==> src/rtl/fetch_pkg.sv <==
// Shared types and constants for the instruction fetch unit.
package fetch_pkg;

  // Prefetch buffer depth; also caps requests in flight plus buffered entries.
  localparam int FIFO_DEPTH = 2;
  localparam int CNT_W      = $clog2(FIFO_DEPTH + 1);
  localparam int PTR_W      = $clog2(FIFO_DEPTH);

  typedef enum logic [1:0] {
    IDLE   = 2'd0,
    FETCH  = 2'd1,
    HALTED = 2'd2
  } fetch_state_e;

  // Saturating 16-bit increment used by the optional performance counters.
  function automatic logic [15:0] sat_inc16(input logic [15:0] v);
    return (v == 16'hFFFF) ? v : v + 16'd1;
  endfunction

endpackage

==> src/rtl/fetch_unit_if.sv <==
// Fetch unit bus: program-memory request/response plus the decode handshake
// and control inputs. master = fetch unit, slave = memory/decode environment.
interface fetch_unit_if #(
  parameter int PC_W   = 13,
  parameter int INST_W = 8
);
  logic              mem_req;
  logic [PC_W-1:0]   mem_addr;
  logic              mem_rvalid;
  logic [INST_W-1:0] mem_rdata;
  logic [INST_W-1:0] inst_reg;
  logic              inst_valid;
  logic              inst_ready;
  logic [PC_W-1:0]   inst_pc;
  logic              redirect;
  logic [PC_W-1:0]   redirect_pc;
  logic              halt;

  modport master (
    output mem_req, mem_addr, inst_reg, inst_valid, inst_pc,
    input  mem_rvalid, mem_rdata, inst_ready, redirect, redirect_pc, halt
  );

  modport slave (
    input  mem_req, mem_addr, inst_reg, inst_valid, inst_pc,
    output mem_rvalid, mem_rdata, inst_ready, redirect, redirect_pc, halt
  );
endinterface

==> src/rtl/fetch_fifo.sv <==
// Small prefetch FIFO of {inst, pc}. Head is presented combinationally.
// Flush empties it regardless of push/pop in the same cycle.
module fetch_fifo
  import fetch_pkg::*;
#(
  parameter int PC_W   = 13,
  parameter int INST_W = 8
) (
  input  logic              clk,
  input  logic              reset,
  input  logic              flush,
  input  logic              push,
  input  logic [INST_W-1:0] push_inst,
  input  logic [PC_W-1:0]   push_pc,
  input  logic              pop,
  output logic [INST_W-1:0] head_inst,
  output logic [PC_W-1:0]   head_pc,
  output logic [CNT_W-1:0]  count
);

  logic [FIFO_DEPTH-1:0][INST_W-1:0] inst_mem_q, inst_mem_d;
  logic [FIFO_DEPTH-1:0][PC_W-1:0]   pc_mem_q, pc_mem_d;
  logic [PTR_W-1:0]                  rd_ptr_q, rd_ptr_d, wr_ptr_q, wr_ptr_d;
  logic [CNT_W-1:0]                  count_q, count_d;
  logic                              do_push, do_pop;

  // Next-state: push/pop bookkeeping, flush wins over both.
  always_comb begin
    inst_mem_d = inst_mem_q;
    pc_mem_d   = pc_mem_q;
    rd_ptr_d   = rd_ptr_q;
    wr_ptr_d   = wr_ptr_q;
    count_d    = count_q;
    do_pop     = pop && (count_q != '0);
    do_push    = push && ((count_q != CNT_W'(FIFO_DEPTH)) || do_pop);
    if (flush) begin
      rd_ptr_d = '0;
      wr_ptr_d = '0;
      count_d  = '0;
    end else begin
      if (do_push) begin
        inst_mem_d[wr_ptr_q] = push_inst;
        pc_mem_d[wr_ptr_q]   = push_pc;
        wr_ptr_d             = wr_ptr_q + PTR_W'(1);
      end
      if (do_pop) rd_ptr_d = rd_ptr_q + PTR_W'(1);
      count_d = count_q + CNT_W'(do_push) - CNT_W'(do_pop);
    end
  end

  // Storage and pointer registers; storage zeroed so the head reads 0 in reset.
  always_ff @(posedge clk) begin
    if (!reset) begin
      inst_mem_q <= '0;
      pc_mem_q   <= '0;
      rd_ptr_q   <= '0;
      wr_ptr_q   <= '0;
      count_q    <= '0;
    end else begin
      inst_mem_q <= inst_mem_d;
      pc_mem_q   <= pc_mem_d;
      rd_ptr_q   <= rd_ptr_d;
      wr_ptr_q   <= wr_ptr_d;
      count_q    <= count_d;
    end
  end

  assign head_inst = inst_mem_q[rd_ptr_q];
  assign head_pc   = pc_mem_q[rd_ptr_q];
  assign count     = count_q;

endmodule

==> src/rtl/fetch_unit.sv <==
// Instruction fetch unit: issues in-order reads to program memory, buffers
// responses in a 2-entry prefetch FIFO and presents them to decode.
// Optional feature macro: FETCH_UNIT_PERF_EN adds fetch/stall counters.
module fetch_unit
  import fetch_pkg::*;
#(
  parameter int              PC_W     = 13,
  parameter int              INST_W   = 8,
  parameter logic [PC_W-1:0] RESET_PC = '0
) (
  input  logic         clk,
  input  logic         reset,
  fetch_unit_if.master bus
`ifdef FETCH_UNIT_PERF_EN
  ,
  output logic [15:0]  fetch_count,
  output logic [15:0]  stall_count
`endif
);

  fetch_state_e      state_q, state_d;
  logic [PC_W-1:0]   pc_q, pc_d;       // next request address
  logic [PC_W-1:0]   rpc_q, rpc_d;     // address of next kept response
  logic [CNT_W-1:0]  outst_q, outst_d; // requests awaiting a response
  logic [CNT_W-1:0]  drop_q, drop_d;   // subset of outstanding to discard
  logic [CNT_W:0]    inflight;
  logic [CNT_W-1:0]  fifo_count;
  logic [INST_W-1:0] head_inst;
  logic [PC_W-1:0]   head_pc;
  logic              issue, rsp, push, pop, inst_valid;

  // Request issue, response accounting and redirect flush.
  always_comb begin
    inflight = {1'b0, fifo_count} + {1'b0, outst_q};
    rsp      = bus.mem_rvalid && (outst_q != '0);
    issue    = (state_q == FETCH) && !bus.halt && !bus.redirect &&
               (inflight < (CNT_W+1)'(FIFO_DEPTH));
    pop      = inst_valid && bus.inst_ready;
    push     = rsp && (drop_q == '0) && !bus.redirect;
    outst_d  = outst_q + CNT_W'(issue) - CNT_W'(rsp);
    drop_d   = drop_q;
    pc_d     = pc_q;
    rpc_d    = rpc_q;
    if (bus.redirect) begin
      // Everything still in flight is stale, including a response landing now.
      drop_d = outst_q - CNT_W'(rsp);
      pc_d   = bus.redirect_pc;
      rpc_d  = bus.redirect_pc;
    end else begin
      if (rsp && (drop_q != '0)) drop_d = drop_q - CNT_W'(1);
      if (issue) pc_d = pc_q + PC_W'(1);
      if (push) rpc_d = rpc_q + PC_W'(1);
    end
  end

  // FSM next state: redirect holds the current run state for that cycle.
  always_comb begin
    state_d = state_q;
    unique case (state_q)
      IDLE:    state_d = FETCH;
      FETCH:   if (!bus.redirect && bus.halt) state_d = HALTED;
      HALTED:  if (!bus.redirect && !bus.halt) state_d = FETCH;
      default: state_d = IDLE;
    endcase
  end

  // State registers; reset abandons anything in flight.
  always_ff @(posedge clk) begin
    if (!reset) begin
      state_q <= IDLE;
      pc_q    <= RESET_PC;
      rpc_q   <= RESET_PC;
      outst_q <= '0;
      drop_q  <= '0;
    end else begin
      state_q <= state_d;
      pc_q    <= pc_d;
      rpc_q   <= rpc_d;
      outst_q <= outst_d;
      drop_q  <= drop_d;
    end
  end

  fetch_fifo #(.PC_W(PC_W), .INST_W(INST_W)) u_fifo (
    .clk       (clk),
    .reset     (reset),
    .flush     (bus.redirect),
    .push      (push),
    .push_inst (bus.mem_rdata),
    .push_pc   (rpc_q),
    .pop       (pop),
    .head_inst (head_inst),
    .head_pc   (head_pc),
    .count     (fifo_count)
  );

  assign inst_valid     = (fifo_count != '0);
  assign bus.mem_req    = issue;
  assign bus.mem_addr   = pc_q;
  assign bus.inst_valid = inst_valid;
  assign bus.inst_reg   = head_inst;
  assign bus.inst_pc    = head_pc;

`ifdef FETCH_UNIT_PERF_EN
  logic [15:0] fetch_cnt_q, fetch_cnt_d, stall_cnt_q, stall_cnt_d;

  // Saturating counters: decode transfers, and cycles decode waits on fetch.
  always_comb begin
    fetch_cnt_d = pop ? sat_inc16(fetch_cnt_q) : fetch_cnt_q;
    stall_cnt_d = (bus.inst_ready && !inst_valid) ? sat_inc16(stall_cnt_q) : stall_cnt_q;
  end

  // Counter registers.
  always_ff @(posedge clk) begin
    if (!reset) begin
      fetch_cnt_q <= '0;
      stall_cnt_q <= '0;
    end else begin
      fetch_cnt_q <= fetch_cnt_d;
      stall_cnt_q <= stall_cnt_d;
    end
  end

  assign fetch_count = fetch_cnt_q;
  assign stall_count = stall_cnt_q;
`endif

endmodule

==> src/flat_wrapper.sv <==
// flat-port wrapper written by rule: the top's interface ports become plain ports
module fetch_unit_flat import fetch_pkg::*;
#(
  parameter int              PC_W     = 13,
  parameter int              INST_W   = 8,
  parameter logic [PC_W-1:0] RESET_PC = '0
)
  (clk, reset, bus_mem_req, bus_mem_addr, bus_inst_reg, bus_inst_valid, bus_inst_pc, bus_mem_rvalid, bus_mem_rdata, bus_inst_ready, bus_redirect, bus_redirect_pc, bus_halt);
  fetch_unit_if #(.PC_W(PC_W), .INST_W(INST_W)) bus_i ();
  input  logic clk;
  input  logic reset;
  output wire logic [$bits(bus_i.mem_req)-1:0] bus_mem_req;
  output wire logic [$bits(bus_i.mem_addr)-1:0] bus_mem_addr;
  output wire logic [$bits(bus_i.inst_reg)-1:0] bus_inst_reg;
  output wire logic [$bits(bus_i.inst_valid)-1:0] bus_inst_valid;
  output wire logic [$bits(bus_i.inst_pc)-1:0] bus_inst_pc;
  input wire logic [$bits(bus_i.mem_rvalid)-1:0] bus_mem_rvalid;
  input wire logic [$bits(bus_i.mem_rdata)-1:0] bus_mem_rdata;
  input wire logic [$bits(bus_i.inst_ready)-1:0] bus_inst_ready;
  input wire logic [$bits(bus_i.redirect)-1:0] bus_redirect;
  input wire logic [$bits(bus_i.redirect_pc)-1:0] bus_redirect_pc;
  input wire logic [$bits(bus_i.halt)-1:0] bus_halt;
  assign bus_mem_req = bus_i.mem_req;
  assign bus_mem_addr = bus_i.mem_addr;
  assign bus_inst_reg = bus_i.inst_reg;
  assign bus_inst_valid = bus_i.inst_valid;
  assign bus_inst_pc = bus_i.inst_pc;
  assign bus_i.mem_rvalid = bus_mem_rvalid;
  assign bus_i.mem_rdata = bus_mem_rdata;
  assign bus_i.inst_ready = bus_inst_ready;
  assign bus_i.redirect = bus_redirect;
  assign bus_i.redirect_pc = bus_redirect_pc;
  assign bus_i.halt = bus_halt;
  fetch_unit #(.PC_W(PC_W), .INST_W(INST_W), .RESET_PC(RESET_PC)) u_core (.clk(clk), .reset(reset), .bus(bus_i));
endmodule
==> config.mk <==
export PLATFORM = sky130hd
export DESIGN_NAME = fetch_unit_flat
export DESIGN_NICKNAME = d
export VERILOG_FILES = /design/src/rtl/fetch_pkg.sv /design/src/rtl/fetch_unit_if.sv /design/src/rtl/fetch_fifo.sv /design/src/rtl/fetch_unit.sv /design/src/flat_wrapper.sv
export SDC_FILE = /design/constraint.sdc
export NUM_CORES = 1
export LEC_CHECK = 0
export ABC_AREA = 1
export CAP_MARGIN = 20
export CORE_AREA = 2 2 134 71
export DETAILED_ROUTE_END_ITERATION = 12
export DIE_AREA = 0 0 136 73
export PLACE_DENSITY_LB_ADDON = 0.15
export SETUP_SLACK_MARGIN = 0.4
export SYNTH_ARGS = -nofsm -noshare
export SYNTH_HDL_FRONTEND = slang
export SYNTH_SLANG_ARGS = --single-unit
==> constraint.sdc <==
create_clock -name clk -period 2.1 [get_ports clk]
set_input_delay 0.42 -clock clk [delete_from_list [all_inputs] [get_ports clk]]
set_output_delay 0.42 -clock clk [all_outputs]
set_load 0.01 [all_outputs]
======== After elaboration in Yosys (flattened, before gate mapping) ========
Cells that the tools add are included.
storage, ports and cells
  flip-flop bits (word level) ............. 78
  bits of input ports ..................... 27
  output and inout bits ................... 36
  word-level logic and storage cells ...... 80
cells by class
  $add $sub $neg .......................... 11
  order comparisons ....................... 4
  equal/unequal tests ..................... 5
  muxes and demuxes ....................... 19
  bitwise operators ....................... 2
  reductions and logical operators ........ 27
operators by type and width
  kind                                                                           number
  13-bit 2-to-1 mux                                                              7
  13-bit by 1-bit adder with 13-bit output (second input constant)               2
  26-bit bitwise mux                                                             1
  8-bit 2-to-1 mux                                                               3
  16-bit bitwise mux                                                             1
  13-bit demux with 1-bit select                                                 1
  1-bit logical AND                                                              13
  2-bit nonzero test                                                             6
  8-bit demux with 1-bit select                                                  1
  2-bit 2-to-1 mux                                                               4
  2-bit case mux with 3 select lines                                             1
  2-bit by 1-bit subtractor with 2-bit output                                    3
  2-bit by 1-bit adder with 2-bit output                                         2
  2-bit logical NOT                                                              2
  1-bit by 2-bit less-than comparator with 1-bit output (second input constant)  2
  2-bit inequality test (second input constant)                                  2
  2-bit AND reduction                                                            2
  2-bit by 2-bit adder with 3-bit output                                         1
  3-bit by 2-bit less-than comparator with 1-bit output (second input constant)  1
  1-bit adder (second input constant)                                            2
  2-bit by 1-bit == test with 1-bit output (second input constant)               1
  2-bit == test (second input constant)                                          1
  1-bit logical NOT                                                              2
  2-bit by 1-bit inequality test with 1-bit output (second input constant)       1
  5 further kinds                                                                6

======== Longest topological paths before layout ========
  word-level depth ........................ 7
  depth in mapped cells ................... 12
  mapped depth without buffers ............ 11

======== Hierarchy ========
Synthesis repeated with hierarchy kept, for this count alone.
second synthesis, totals
  cell total of the unflattened synthesis .. 755
  area total of the unflattened synthesis .. 4586.9 sq um
by module, submodules not included
  module      times used  cells each  area an instance (sq um)  seq. area each (sq um)
  fetch_fifo  1           418         2521.2                    920.9
  fetch_unit  1           337         2065.7                    640.6

======== Least setup slack after synthesis ========
Ideal clock, no wire load.
  path type ............................... register to register
  start point ............................. reg u_core.outst_q[1]
  end point ............................... reg u_core.outst_q[1]
  library setup time ...................... 0.127 ns
  arrival time ............................ 2.014 ns
  required time ........................... 1.973 ns
  slack ................................... -0.042 ns
  cell stages (with the launch flop) ...... 11
  path buffers ............................ 1
  clock period less this slack ............ 2.142 ns
  cell sequence ........................... dfxtp_1 fa_1 inv_1 nand4_2 buf_4 ha_1 inv_1 ha_1 xor2_1 o21ai_0 a21oi_1
on the way
  longest elaborated chain between the ends .. 5
  elaborated cells on any way between the ends .. 7
  those cells by class .................... add/sub (3); order compare (1); reduce/logical (3)
RTL lines
  element                                                line              text
  from (decl)                                            fetch_unit.sv:24  logic [CNT_W-1:0] outst_q, outst_d;
  from (signal assigned)                                 fetch_unit.sv:79  outst_q <= outst_d;
  2-bit by 2-bit adder with 3-bit output                 fetch_unit.sv:34  inflight = {1'b0, fifo_count} + {1'b0, outst_q};
  3-bit by 2-bit less-than comparator with 1-bit output  fetch_unit.sv:37  (inflight < (CNT_W+1)'(FIFO_DEPTH));
  1-bit logical AND                                      fetch_unit.sv:36  issue = (state_q == FETCH) && !bus.halt && !bus.redirect &&
  2-bit by 1-bit adder with 2-bit output                 fetch_unit.sv:40  outst_d = outst_q + CNT_W'(issue) - CNT_W'(rsp);
  2-bit by 1-bit subtractor with 2-bit output (*)        fetch_unit.sv:40
Every way passes the cells marked *; elsewhere a longest branch is shown, timed or not.
A chain may end at the register's enable or synchronous reset.

======== Worst setup path after layout ========
  start point ............................. reg u_core.outst_q[0]
  end point ............................... out bus_mem_req
on the way
  longest elaborated chain between the ends .. 3
RTL lines
  element                                                line                text
  2-bit by 2-bit adder with 3-bit output                 fetch_unit.sv:34
  3-bit by 2-bit less-than comparator with 1-bit output  fetch_unit.sv:37
  1-bit logical AND                                      fetch_unit.sv:36
  to (decl)                                              flat_wrapper.sv:12  output wire logic [$bits(bus_i.mem_req)-1:0] bus_mem_req;
Every way passes these cells.

==> results.md <==
- The flow ran to the end, and the final reports show no timing, DRC or antenna violations.
- The later pin in the worst-skew pair is clocked with a latency of 0.34 ns.
- The die boundary height is 73 um.
- The largest driver fanout on the critical path is 3.
- The via count is 4621.
- The clock net sink count is 78.
- In the layout the commonest cells are 183 x nand2_1, 107 x nor2_1, 66 x dfxtp_1, 51 x inv_1, 50 x nand3_1.
- The via count of the first global-routing pass is 4016.
- The net count after synthesis is 691.
- The global-route wire length before repair is 19110 um.
- After layout, the worst setup slack is 0.07236 ns.
- The count of final hold-check violations is 0.
- The final number of max-transition violations is 0.
- Detailed placement finished with a half-perimeter wire length of 7868 um.
- The clock transition at the registers of the reported paths is 0.06 ns.
- In the final layout, flip-flops and latches occupy 0.001579 sq mm.
- For the finished layout, the period the worst path requires is 2.028 ns.
- The routability-driven placement congestion ratio is 0.8748.
- After detailed routing, the number of vias per cell comes to 5.305.
- The number of fill cells is 763.
- For this run the aggregate overflow at the end of global routing stands at 0.
- The net count of the finished layout is 781.
- The number of port buffers is 62.
- The overall routing resource usage is 24.80%.
- After synthesis the netlist holds a flip-flop and latch count of 78.
- Of the available clock period, the critical path in the final layout requires 96.55%.
- The first-pass iteration count of the detailed router is 5.
- From synthesis to final layout, the design area changed by 45.12%.
- The count of nets left with antenna violations once routing finished came out at 0.
- Sequential cells were found to cover 37.34% of the synthesized design area.
- Timing analysis after detailed placement gives a worst setup slack of -0.2121 ns.
- After detailed routing, the total wire length is 13470 um.
- The maximum ir drop on the vdd rail is 0.5340 mV.
- The maximum clock frequency is 0.4932 GHz.
- The count of boundary I/O pins is 63.
- The total power is 5.121 mW.
- Entering global routing, the biggest net connects 44 pins.
- The endpoint class of the critical path is a primary output.
- At the worst endpoint, the required time is 1.68 ns.
- Counting flops with an async set or reset pin after synthesis yields a share of 0%.
- The share of post-route cells with drive strength above 1 is 25.20%.
- Dividing the detail-routed wire length by the instance count gives 15.46 um.
- The antenna diode count is 0.
- The worst setup path is launched from a register.
- After clock tree synthesis, the flow added hold-fix buffers numbering 0.
- Setup repair after global routing could not meet its margin everywhere.
- The arrival time at the worst endpoint is 1.61 ns.
- In this run the worst hold path is classified as in2reg.
- In the routed design, unresolved DRC markers number 0.
- The initial core utilization is 46.74%.
- The max-slew headroom at the worst pin is 55.84%.
- Across the routed clock network, the largest skew measured is 0.007100 ns.
- The primary flip-flop cell chosen by synthesis mapping is dfxtp_1.
- The clock root buffer is clkbuf_16.
- For the pin with the worst max-slew slack, the measured transition is 0.6600 ns.
- The leading cell type in the layout, fill and taps excluded is nand2_1.
- The synthesis warning total is 0.
- The number of antenna violations at the first check in global routing is 0.
- The die area is 0.009928 sq mm.
- The hold slack is 0.4558 ns.
- The number of setup violations in the final report is 0.
- The average footprint of a synthesized cell is 6.384 sq um.
- TritonCTS created 9 clock buffers.
- Power spread over the standard cell area amounts to 843.8 mW/mm^2.
- The mapped cell area is 0.004182 sq mm.
- No sink is reached through more buffers than the 2 on the longest clock path.
- The setup path with the least slack is of type reg2out.
- The horizontal die dimension is 136 um.
- The max capacitance violation total is 0.
- The total area inside the core boundary comes to 0.008946 sq mm.
- The multi-input combinational cells in the finished layout cover a total of 0.002576 sq mm.
- TritonCTS built the clock tree.
- Across all register-to-register paths, the minimum setup slack is 0.11 ns.
- The number of DRC markers in iteration 0 is 394.
- The unique cell type count in the Yosys netlist is 31.
- After floorplanning, the core was divided into 25 placement rows.
- The H-tree generated during clock tree synthesis spans 3 levels.
- At the end of the flow the core is filled with cells to 67.83%.
- The leakage power total is 2.794 nW.
- The instance count of the mapped netlist is 655.
- Yosys mapped a number of flops with a built-in enable equal to 0.
flip-flops by register name, indices dropped and copies added (netlist names):
signal                    count
u_core.drop_q                 2
u_core.u_fifo.count           2
u_core.u_fifo.rd_ptr_q        1
u_core.outst_q                2
u_core.bus.mem_addr          13
u_core.u_fifo.pc_mem_q       26
u_core.rpc_q                 13
u_core.u_fifo.inst_mem_q     16
u_core.state_q                2
u_core.u_fifo.wr_ptr_q        1
what timing repair did:
item	CTS	global route
pin swaps	12	35
setup buffers	5	8
setup endpoints to repair	47	95
resized for setup	109	107
gates cloned	1	10
cells in the mapped netlist (2+ instances only):
library cell / instances / area share [%]
a21oi_1: 26 / 3.1
a31oi_1: 5 / 0.75
buf_1: 7 / 0.63
buf_2: 2 / 0.24
buf_4: 8 / 1.4
buf_6: 3 / 0.81
clkbuf_1: 10 / 0.90
dfxtp_1: 78 / 37
ha_1: 8 / 2.4
inv_1: 57 / 5.1
inv_2: 10 / 0.90
nand2_1: 199 / 18
nand3_1: 84 / 10
nand4_1: 4 / 0.60
nor2_1: 109 / 9.8
nor2_4: 4 / 1.1
nor3_1: 3 / 0.36
o21a_1: 2 / 0.36
o21ai_0: 13 / 1.6
o21bai_1: 2 / 0.36
or2_2: 3 / 0.45
xnor2_1: 5 / 1.0
xor2_1: 5 / 1.0
path summary, 6_finish.rpt:
path,start,end,depth (start not counted)
setup / recovery,u_core.outst_q[0]$_SDFF_PN0_,bus_mem_req,7
hold / removal,reset,u_core.u_fifo.inst_mem_q[2]$_SDFFE_PN0P_,3
setup reg to reg,u_core.outst_q[0]$_SDFF_PN0_,u_core.outst_q[1]$_SDFF_PN0_,11
hold reg to reg,u_core.u_fifo.inst_mem_q[14]$_SDFFE_PN0P_,u_core.u_fifo.inst_mem_q[14]$_SDFFE_PN0P_,2
logic make-up (layout without fill, tap and decap cells):
family,after synthesis,count (layout),share of synthesized area [%]
AND/OR/NAND/NOR,410,410,41.02
flip-flops,78,78,37.34
buffers and inverters,97,192,10.02
AO/OA/AOI/OAI,51,51,6.642
adder cells (fa/ha/maj),9,9,2.873
XOR/XNOR,10,10,2.094
per-layer routing:
metal	track usage (%)	part of all wire [%]	up-vias
met5	0	0	-
met4	8.102	1.3	0
met3	6.111	8.4	23
met2	37.97	42	201
met1	34.49	48	2157
li1	-	-	2240
metrics by stage:
step | instances | cell area (sq um) | setup TNS, ns
after floorplan | 655 | 4214 | 0
after global placement | 831 | 5032 | -0.4125
after detailed placement | 831 | 5032 | -0.5859
after CTS | 853 | 5534 | 0
after global routing | 871 | 6068 | 0
final | 871 | 6068 | 0
cell type report:
type / instances / area share, %
inverter: 67 / 4.351
tap: 121 / 2.495
clock inverter: 3 / 1.072
multi-input combinational: 480 / 42.45
sequential: 78 / 26.02
clock buffer: 13 / 4.454
timing repair buffer: 109 / 19.15
where the power goes:
part | internal [mW] | total [mW] | switching (mW)
clock network | 1.14 | 1.76 | 0.622
logic | 0.769 | 1.63 | 0.864
registers | 1.62 | 1.73 | 0.106
total | 3.53 | 5.12 | 1.59
worst max-delay path, stage by stage (launching register included):
cell and delay (ns):
dfxtp_2 0.32, nand2_2 0.06, inv_2 0.03, fa_1 0.44, inv_2 0.08, nand4_4 0.13
inv_2 0.10, buf_6 0.10
(Power assumes the default switching activity.)
